## src/rtl/axi_rd_resp_buffer_if.sv

```systemverilog
// Read-response bundle between the AXI shim read channel, the response buffer and its consumer.
// The slave modport is the buffer's view; master is the shim/consumer side.
interface axi_rd_resp_buffer_if #(
   parameter int DataWidth = 64,
   parameter int UserWidth = 64,
   parameter int IdWidth   = 4,
   parameter int Depth     = 4
);
   localparam int UsageWidth = $clog2(Depth) + 1;

   logic                  shim_valid_i;
   logic [DataWidth-1:0]  shim_data_i;
   logic [UserWidth-1:0]  shim_user_i;
   logic                  shim_last_i;
   logic [IdWidth-1:0]    shim_id_i;
   logic                  shim_exokay_i;
   logic                  shim_rdy_o;

   logic                  valid_o;
   logic [DataWidth-1:0]  data_o;
   logic [UserWidth-1:0]  user_o;
   logic                  last_o;
   logic [IdWidth-1:0]    id_o;
   logic                  exokay_o;
   logic                  rdy_i;
   logic [UsageWidth-1:0] usage_o;
   logic [7:0]            beat_idx_o;

   modport slave (
      input  shim_valid_i, shim_data_i, shim_user_i, shim_last_i, shim_id_i, shim_exokay_i,
      input  rdy_i,
      output shim_rdy_o, valid_o, data_o, user_o, last_o, id_o, exokay_o, usage_o, beat_idx_o
   );

   modport master (
      output shim_valid_i, shim_data_i, shim_user_i, shim_last_i, shim_id_i, shim_exokay_i,
      output rdy_i,
      input  shim_rdy_o, valid_o, data_o, user_o, last_o, id_o, exokay_o, usage_o, beat_idx_o
   );
endinterface

```

## src/rtl/axi_rd_resp_buffer.sv

```systemverilog
// Circular FIFO buffering AXI read beats between the shim and the consumer, with per-burst beat index.
// Define AXI_RD_RESP_BUFFER_FALLTHROUGH_EN to present an input beat combinationally when the buffer is empty.
module axi_rd_resp_buffer #(
   parameter int DataWidth = 64,
   parameter int UserWidth = 64,
   parameter int IdWidth   = 4,
   parameter int Depth     = 4
) (
   input logic                 clk_i,
   input logic                 rst_ni,
   axi_rd_resp_buffer_if.slave bus
);
   localparam int PtrWidth = $clog2(Depth);
   localparam int CntWidth = PtrWidth + 1;
   localparam logic [CntWidth-1:0] FullCnt = CntWidth'(Depth);

   logic [DataWidth-1:0] mem_data   [Depth];
   logic [UserWidth-1:0] mem_user   [Depth];
   logic                 mem_last   [Depth];
   logic [IdWidth-1:0]   mem_id     [Depth];
   logic                 mem_exokay [Depth];

   logic [PtrWidth-1:0]  wr_ptr, rd_ptr;
   logic [CntWidth-1:0]  usage;
   logic [7:0]           beat_idx;
   logic                 empty, full, push, pop, consume, head_vld;

   logic [DataWidth-1:0] head_data;
   logic [UserWidth-1:0] head_user;
   logic                 head_last;
   logic [IdWidth-1:0]   head_id;
   logic                 head_exokay;

   assign empty = (usage == '0);
   assign full  = (usage == FullCnt);

`ifdef AXI_RD_RESP_BUFFER_FALLTHROUGH_EN
   logic bypass;
   assign bypass   = empty && bus.shim_valid_i;
   assign head_vld = rst_ni && (!empty || bus.shim_valid_i);
   // A bypassed beat taken by the consumer in the same cycle is never written
   assign push     = bus.shim_valid_i && !full && !(bypass && bus.rdy_i);

   always_comb begin
      head_data   = mem_data[rd_ptr];
      head_user   = mem_user[rd_ptr];
      head_last   = mem_last[rd_ptr];
      head_id     = mem_id[rd_ptr];
      head_exokay = mem_exokay[rd_ptr];
      if (bypass) begin
         head_data   = bus.shim_data_i;
         head_user   = bus.shim_user_i;
         head_last   = bus.shim_last_i;
         head_id     = bus.shim_id_i;
         head_exokay = bus.shim_exokay_i;
      end
   end
`else
   assign head_vld    = rst_ni && !empty;
   assign push        = bus.shim_valid_i && !full;
   assign head_data   = mem_data[rd_ptr];
   assign head_user   = mem_user[rd_ptr];
   assign head_last   = mem_last[rd_ptr];
   assign head_id     = mem_id[rd_ptr];
   assign head_exokay = mem_exokay[rd_ptr];
`endif

   assign consume = head_vld && bus.rdy_i;
   assign pop     = consume && !empty;

   // Storage is deliberately left out of reset; outputs are gated instead
   always_ff @(posedge clk_i) begin
      if (push) begin
         mem_data[wr_ptr]   <= bus.shim_data_i;
         mem_user[wr_ptr]   <= bus.shim_user_i;
         mem_last[wr_ptr]   <= bus.shim_last_i;
         mem_id[wr_ptr]     <= bus.shim_id_i;
         mem_exokay[wr_ptr] <= bus.shim_exokay_i;
      end
   end

   always_ff @(posedge clk_i or negedge rst_ni) begin
      if (!rst_ni) begin
         wr_ptr   <= '0;
         rd_ptr   <= '0;
         usage    <= '0;
         beat_idx <= '0;
      end else begin
         if (push) wr_ptr <= wr_ptr + 1'b1;
         if (pop)  rd_ptr <= rd_ptr + 1'b1;
         case ({push, pop})
            2'b10:   usage <= usage + 1'b1;
            2'b01:   usage <= usage - 1'b1;
            default: usage <= usage;
         endcase
         if (consume) beat_idx <= head_last ? 8'd0 : beat_idx + 8'd1;
      end
   end

   assign bus.shim_rdy_o = !full;
   assign bus.valid_o    = head_vld;
   assign bus.data_o     = rst_ni ? head_data   : '0;
   assign bus.user_o     = rst_ni ? head_user   : '0;
   assign bus.last_o     = rst_ni ? head_last   : 1'b0;
   assign bus.id_o       = rst_ni ? head_id     : '0;
   assign bus.exokay_o   = rst_ni ? head_exokay : 1'b0;
   assign bus.usage_o    = usage;
   assign bus.beat_idx_o = beat_idx;
endmodule

```

## src/flat_wrapper.sv

```systemverilog
// flat-port wrapper written by rule: the top's interface ports become plain ports
module axi_rd_resp_buffer_flat 
#(
   parameter int DataWidth = 64,
   parameter int UserWidth = 64,
   parameter int IdWidth   = 4,
   parameter int Depth     = 4
)
  (clk_i, rst_ni, bus_shim_valid_i, bus_shim_data_i, bus_shim_user_i, bus_shim_last_i, bus_shim_id_i, bus_shim_exokay_i, bus_rdy_i, bus_shim_rdy_o, bus_valid_o, bus_data_o, bus_user_o, bus_last_o, bus_id_o, bus_exokay_o, bus_usage_o, bus_beat_idx_o);
  axi_rd_resp_buffer_if #(.DataWidth(DataWidth), .UserWidth(UserWidth), .IdWidth(IdWidth), .Depth(Depth)) bus_i ();
  input logic clk_i;
  input logic rst_ni;
  input wire logic [$bits(bus_i.shim_valid_i)-1:0] bus_shim_valid_i;
  input wire logic [$bits(bus_i.shim_data_i)-1:0] bus_shim_data_i;
  input wire logic [$bits(bus_i.shim_user_i)-1:0] bus_shim_user_i;
  input wire logic [$bits(bus_i.shim_last_i)-1:0] bus_shim_last_i;
  input wire logic [$bits(bus_i.shim_id_i)-1:0] bus_shim_id_i;
  input wire logic [$bits(bus_i.shim_exokay_i)-1:0] bus_shim_exokay_i;
  input wire logic [$bits(bus_i.rdy_i)-1:0] bus_rdy_i;
  output wire logic [$bits(bus_i.shim_rdy_o)-1:0] bus_shim_rdy_o;
  output wire logic [$bits(bus_i.valid_o)-1:0] bus_valid_o;
  output wire logic [$bits(bus_i.data_o)-1:0] bus_data_o;
  output wire logic [$bits(bus_i.user_o)-1:0] bus_user_o;
  output wire logic [$bits(bus_i.last_o)-1:0] bus_last_o;
  output wire logic [$bits(bus_i.id_o)-1:0] bus_id_o;
  output wire logic [$bits(bus_i.exokay_o)-1:0] bus_exokay_o;
  output wire logic [$bits(bus_i.usage_o)-1:0] bus_usage_o;
  output wire logic [$bits(bus_i.beat_idx_o)-1:0] bus_beat_idx_o;
  assign bus_i.shim_valid_i = bus_shim_valid_i;
  assign bus_i.shim_data_i = bus_shim_data_i;
  assign bus_i.shim_user_i = bus_shim_user_i;
  assign bus_i.shim_last_i = bus_shim_last_i;
  assign bus_i.shim_id_i = bus_shim_id_i;
  assign bus_i.shim_exokay_i = bus_shim_exokay_i;
  assign bus_i.rdy_i = bus_rdy_i;
  assign bus_shim_rdy_o = bus_i.shim_rdy_o;
  assign bus_valid_o = bus_i.valid_o;
  assign bus_data_o = bus_i.data_o;
  assign bus_user_o = bus_i.user_o;
  assign bus_last_o = bus_i.last_o;
  assign bus_id_o = bus_i.id_o;
  assign bus_exokay_o = bus_i.exokay_o;
  assign bus_usage_o = bus_i.usage_o;
  assign bus_beat_idx_o = bus_i.beat_idx_o;
  axi_rd_resp_buffer #(.DataWidth(DataWidth), .UserWidth(UserWidth), .IdWidth(IdWidth), .Depth(Depth)) u_core (.clk_i(clk_i), .rst_ni(rst_ni), .bus(bus_i));
endmodule
```

## config.mk

```make
export PLATFORM = sky130hd
export DESIGN_NAME = axi_rd_resp_buffer_flat
export DESIGN_NICKNAME = d
export VERILOG_FILES = /design/src/rtl/axi_rd_resp_buffer_if.sv /design/src/rtl/axi_rd_resp_buffer.sv /design/src/flat_wrapper.sv
export SDC_FILE = /design/constraint.sdc
export NUM_CORES = 1
export LEC_CHECK = 0
export BUFFER_PORTS_ARGS = -buffer_cell sky130_fd_sc_hd__buf_2
export CAP_MARGIN = 20
export CORE_ASPECT_RATIO = 0.75
export CORE_MARGIN = 2
export CORE_UTILIZATION = 62
export CTS_CLUSTER_SIZE = 12
export DETAILED_ROUTE_END_ITERATION = 10
export GPL_TIMING_DRIVEN = 0
export PLACE_DENSITY = 0.94
export SLEW_MARGIN = 20
export SYNTH_ARGS = -nofsm -noshare
export SYNTH_HDL_FRONTEND = slang
export SYNTH_SLANG_ARGS = --single-unit
```

## constraint.sdc

```tcl
create_clock -name clk_i -period 11.6 [get_ports clk_i]
set_input_delay 0.58 -clock clk_i [delete_from_list [all_inputs] [get_ports clk_i]]
set_output_delay 0.58 -clock clk_i [all_outputs]
set_load 0.005 [all_outputs]
```

# --- After elaboration in Yosys (flattened, before gate mapping) ---
# Memories as Yosys holds them, arrays and structs flattened.
# Index checks and enable logic that the tools add are counted.
totals:
  regBits: 15
  mem_bits_rw: 536
  inputBits: 138
  out_inout_bits: 147
  n_memories: 5
op_classes:
  n_addsub: 5
  n_eq_ne: 3
  mux: 9
  reduce_logical: 8
mem_list:
  columns: ["memory", "depth", "width", "read_ports", "rd_ports_with_merged_regs", "write_ports", "line_no", "source"]
  rows:
  - ["u_core.mem_data", 4, 64, 1, 0, 1, "axi_rd_resp_buffer.sv:17", "logic [DataWidth-1:0] mem_data [Depth];"]
  - ["u_core.mem_user", 4, 64, 1, 0, 1, "axi_rd_resp_buffer.sv:18", "logic [UserWidth-1:0] mem_user [Depth];"]
  - ["u_core.mem_id", 4, 4, 1, 0, 1, "axi_rd_resp_buffer.sv:20", "logic [IdWidth-1:0] mem_id [Depth];"]
  - ["u_core.mem_exokay", 4, 1, 1, 0, 1, "axi_rd_resp_buffer.sv:21", "logic mem_exokay [Depth];"]
  - ["u_core.mem_last", 4, 1, 1, 0, 1, "axi_rd_resp_buffer.sv:19", "logic mem_last [Depth];"]
ops:
  columns: ["op", "n"]
  rows:
  - ["$mux 64", 2]
  - ["$add 8x1->8 const B", 1]
  - ["$mux 8", 1]
  - ["$pmux 3 s2", 1]
  - ["$add 2x1->2 const B", 2]
  - ["$logic_and 1x1->1", 4]
  - ["$mux 1", 4]
  - ["$mux 4", 1]
  - ["$add 3x1->3 const B", 1]
  - ["$eq 3x3->1 const B", 1]
  - ["$logic_not 3->1", 1]
  - ["$sub 3x1->3 const B", 1]
  - ["$eq 2x1->1 const B", 1]
  - ["$eq 2x2->1 const B", 1]
  - ["$logic_not 1->1", 2]
  - ["$reduce_bool 2->1", 1]

# --- Longest topological paths before layout ---
depth:
  ltp_word: 7
  depth_mapped: 10

# --- Least setup slack after synthesis ---
# Ideal clock, no wire load.
synth_path:
  kind: "reg2reg"
  startpoint: "register u_core.usage[0] (netlist: u_core.bus.usage_o[0])"
  endpoint: "memory u_core.mem_data[0][0] (enable)"
  setup_ns: 0.510
  arrival_time_ns: 3.800
  required_ns: 11.090
  slack_ns: 7.289
  path_stages_with_launch: 4
  n_path_buf: 0
  period_less_slack_ns: 4.311
  path_cell_list: "dfrtp_1 -> inv_1 -> nand3_1 -> and3_1"
synth_via:
  elab_chain_len: 5
synth_rtl:
  columns: ["item", "line_no", "source"]
  rows:
  - ["from (decl)", "axi_rd_resp_buffer.sv:24", "logic [CntWidth-1:0] usage;"]
  - ["from (signal assigned)", "axi_rd_resp_buffer.sv:92", "2'b10: usage <= usage + 1'b1;"]
  - ["from (signal assigned)", "axi_rd_resp_buffer.sv:93", "2'b01: usage <= usage - 1'b1;"]
  - ["from (signal assigned)", "axi_rd_resp_buffer.sv:94", "default: usage <= usage;"]
  - ["$eq 3x3->1", "axi_rd_resp_buffer.sv:35", "assign full = (usage == FullCnt);"]
  - ["$logic_not 1->1", null, null]
  - ["net bus_shim_rdy_o", "flat_wrapper.sv:20", "output wire logic [$bits(bus_i.shim_rdy_o)-1:0] bus_shim_rdy_o;"]
  - ["$logic_and 1x1->1", "axi_rd_resp_buffer.sv:60", "assign push = bus.shim_valid_i && !full;"]
  - ["$mux 1", "axi_rd_resp_buffer.sv:73", "if (push) begin"]
  - ["$mux 1 (implied by the code)", "axi_rd_resp_buffer.sv:74", "mem_data[wr_ptr] <= bus.shim_data_i;"]
  - ["to (decl)", "axi_rd_resp_buffer.sv:17", null]
# The timed path passes the listed nets, and every way through them passes these cells.

# --- Worst setup path after layout ---
layout_path:
  startpoint: "input port rst_ni"
  endpoint: "output port bus_data_o[13]"
layout_via:
  elab_chain_len: 1
layout_rtl:
  columns: ["item", "line_no", "source"]
  rows:
  - ["from (decl)", "flat_wrapper.sv:12", "input logic rst_ni;"]
  - ["$mux 64", "axi_rd_resp_buffer.sv:102", "assign bus.data_o = rst_ni ? head_data : '0;"]
  - ["to (decl)", "flat_wrapper.sv:22", "output wire logic [$bits(bus_i.data_o)-1:0] bus_data_o;"]
# No other way between the ends.

==> summary.txt <==
Floorplan
  – Total core area: 33400 um2
  – Rows: 58
  – Die X: 216 um
  – Starting Density: 0.628
  – I/O pins: about 290
  – Die H: 163 um
  – Die Area: 35300 um2

Timing
  – Max-slew violation count: 0
  – Hold slack final: about 0.22 ns
  – Slew @ Worst Pin: 0.821 ns
  – Final Cycle Share: 0.343
  – RSZ-0062 raised after global routing: false
  – Clock Skews: 0.0238 ns
  – FMAX: 251 MHz
  – Final-report hold violation count: 0
  – Final setup violation count: 0
  – Setup tns final: 0 ns
  – Fin crit period: 3.98 ns
  – Slew HR: 0.452

Clock tree
  – Clock-pin slew on the worst setup and hold paths: ~0.06 ns
  – # resized after CTS: 0
  – Clock root cell: clkbuf_16
  – Clock Path Buffers: 3
  – Clock sink count: 551
  – CTS tree: done
  – Skew-Pair Late Insertion Delay: ~0.57 ns
  – H-tree levels: 2
  – TritonCTS buffer count: 52

Yosys
  – Commonest cells post-synth: edfxtp_1, and2_1, mux4_2, clkbuf_1, buf_2
  – Yosys top cell by area: edfxtp_1
  – Top-count cell post-synth: edfxtp_1
  – Area contributors post-synth: edfxtp_1, mux4_2, and2_1
  – Mapped Area: 21000 um2
  – Ys async rst share: 0.0272
  – Post-synth net total: 1074
  – Mean Syn Cell Area: 22.6 um2
  – Number of standard cells after synthesis: 929
  – Post-synth EDFFs: between 500 and 600
  – Ys flop type: edfxtp_1
  – Yosys warning total: 0
  – Synth Register Bits: 551
  – Top cell type's share of synthesized area: 0.768
  – Sequential cell area fraction in the yosys report: 0.785
  – Synth unique cells: 29

Setup path
  – Delay-heaviest family, CP: buffers and inverters
  – CP required: 11.02 ns
  – Reg2reg start: u_core.bus.usage_o[0]
  – WP buf/inv: 6
  – Length in cells of the worst reg-to-reg path: 9
  – Crit-path max cell delay: around 0.67 ns
  – FF-to-FF End: u_core.bus.usage_o[2]
  – Setup CP Type: in2out
  – Worst path slowest cell: clkbuf_1
  – Crit path cell chain: dlygate4sd3_1 -> buf_2 -> buf_2 -> clkbuf_1 -> clkbuf_1 -> and2_1 -> buf_2
  – Data arrival, critical path: 3.40 ns
  – CP Max Fanout: 16
  – Startpoint types: input pin
  – R2r setup slk: 9.19 ns
  – Crit path capture type: output pin
  – Most Frequent Cell on Critical Path: buf_2

GRT
  – Largest net degree at the start of global routing: 50
  – Total gr overflow: 0
  – First-pass GRT wire length: 68500 um
  – Overall Global Routing Usage: 0.264
  – Number of global-route vias before repair: approximately 11k
  – Initial antenna violation count: 7

Power and ir drop
  – Pwr per Cell Area: about 240 nW/um2
  – Leakage: 0.00865 uW
  – Max VDD drop: 172 uV

Place
  – IO buf count: between 200 and 300
  – Post-DP HPWL: 28200 um
  – RePlAce Congestion: 0.798
  – Placed Cells: 1671

Flow run
  – Max-cap violation count: 0

Detailed routing
  – Final WL: ~46000 um
  – Mean number of vias per cell: 6.15
  – # DRC: 0
  – Routed length per instance: about 26 um
  – Antenna Nets Post-Route: 0
  – Pre-Repair DR Iteration Count: 7
  – DRT iter0 DRCs: 961
  – Vias post-DR: about 11k

Layout
  – Final net count: roughly 1.4k
  – Area growth from synthesis to layout: 17.5%
  – Non-filler instance count after layout: approximately 1.7k
  – Share of layout cells above drive strength 1: 0.393
  – # fillers: 1813

Hold path
  – Hold path start: bus_shim_data_i[39]
  – WHS Endpoint: u_core.mem_data[0][39]
  – Hold WC Path Type: in2reg
  – Worst hold path depth: 1

Run status
  – Status: finished, final reports clean
[flip-flops by register name, indices dropped and copies added (netlist names)]
name / count
u_core.mem_data: 256
u_core.rd_ptr: 2
u_core.mem_exokay: 4
u_core.bus.beat_idx_o: 8
u_core.mem_id: 16
u_core.bus.usage_o: 3
u_core.mem_last: 4
u_core.wr_ptr: 2
u_core.mem_user: 256
[placed cells by master (no fill, tap or decap), types with 4 or more instances in the layout]
cell type and n:
nand2_1 9, diode_2 6, inv_1 6, clkinv_1 5, nand3_1 6, and3_4 4, edfxtp_1 536, buf_2 303
ha_1 6, clkbuf_1 32, o31ai_1 4, and2_1 135, o21ai_0 7, buf_16 8, dfrtp_1 15, clkbuf_16 54
mux4_2 134
[stage by stage]
stage,worst slack [ns],util,area [um2],total power (uW)
global route,7.45,0.738,24600,6140
detailed placement,8.18,0.695,23200,4430
CTS,7.65,0.738,24600,5960
floorplan,7.29,-,21000,3850
global placement,5.06,0.688,23000,4390
finish,7.62,0.738,24600,5920
[cells by family (layout without fill, tap and decap cells)]
family / after synthesis / in the layout / synth area share
AND/OR/NAND/NOR: 161 / 161 / 0.0468
flip-flops: 551 / 551 / 0.785
XOR/XNOR: 6 / 6 / 0.00251
other: 0 / 6 / 0
AO/OA/AOI/OAI: 16 / 16 / 0.00489
multiplexers: 136 / 136 / 0.145
buffers and inverters: 52 / 414 / 0.0108
adder cells (fa/ha/maj): 7 / 7 / 0.00453
[report_power, final]
| part | switching [uW] | total [uW] | internal [uW] | leakage (uW) |
|---|---|---|---|---|
| combinational | 872 | 1680 | 806 | 0.00286 |
| clock | 671 | 1500 | 829 | 0.000690 |
| sequential | 112 | 2740 | 2630 | 0.00510 |
| total | 1650 | 5920 | 4260 | 0.00865 |
[worst register-to-register path: cells and delay by family (launching register included)]
kind,cells,cell delay [ns]
AOI/OAI and AO/OA,1,0.32
DFF,1,0.43
xor gates and xnor gates,2,0.31
and+or+nand+nor,2,0.27
adders and majority gates,2,0.53
buffers and inverters,2,0.43
[layout make-up]
type                    instances  area (um2)  area share
clock buffers                  64        1390      0.0564
well taps                     450         563      0.0229
multi-input cells             326        4290       0.174
diodes                          6        15.0    0.000609
clock inverters                 5        31.3     0.00127
repair buffers                293        1650      0.0670
flip-flops and latches        551       16500       0.668
inverters                       7        26.3     0.00107
plain buffers                  45         200     0.00813
[how the worst max path moves through the flow]
| stage | start | to | slack, ns | cells after the start |
|---|---|---|---|---|
| 3_3_place_gp | bus_shim_valid_i | u_core.mem_user[1][20] | 5.06 | 2 |
| 3_5_place_dp | rst_ni | bus_data_o[13] | 8.18 | 6 |
| 4_1_cts | rst_ni | bus_data_o[13] | 7.65 | 7 |
| 2_1_floorplan | u_core.bus.usage_o[0] | u_core.mem_data[0][0] | 7.29 | 3 |
| 5_1_grt | rst_ni | bus_data_o[13] | 7.45 | 7 |
| 6_report | rst_ni | bus_data_o[13] | 7.62 | 7 |
[timing repair]
action | 4_1_cts | 5_1_grt
endpoints found under the hold margin | 15 | 0
hold buffers | 1 | 0
setup buffers | 0 | 0
[metal layers]
layer | share of wire | track usage | wire [um]
met1 | 0.38 | 0.343 | 17600
met2 | 0.51 | 0.445 | 23500
met3 | 0.080 | 0.0655 | 3700
met4 | 0.030 | 0.0912 | 1380
met5 | 0.00015 | 0 | 7
No activity file was read; power rests on OpenSTA's default activity.
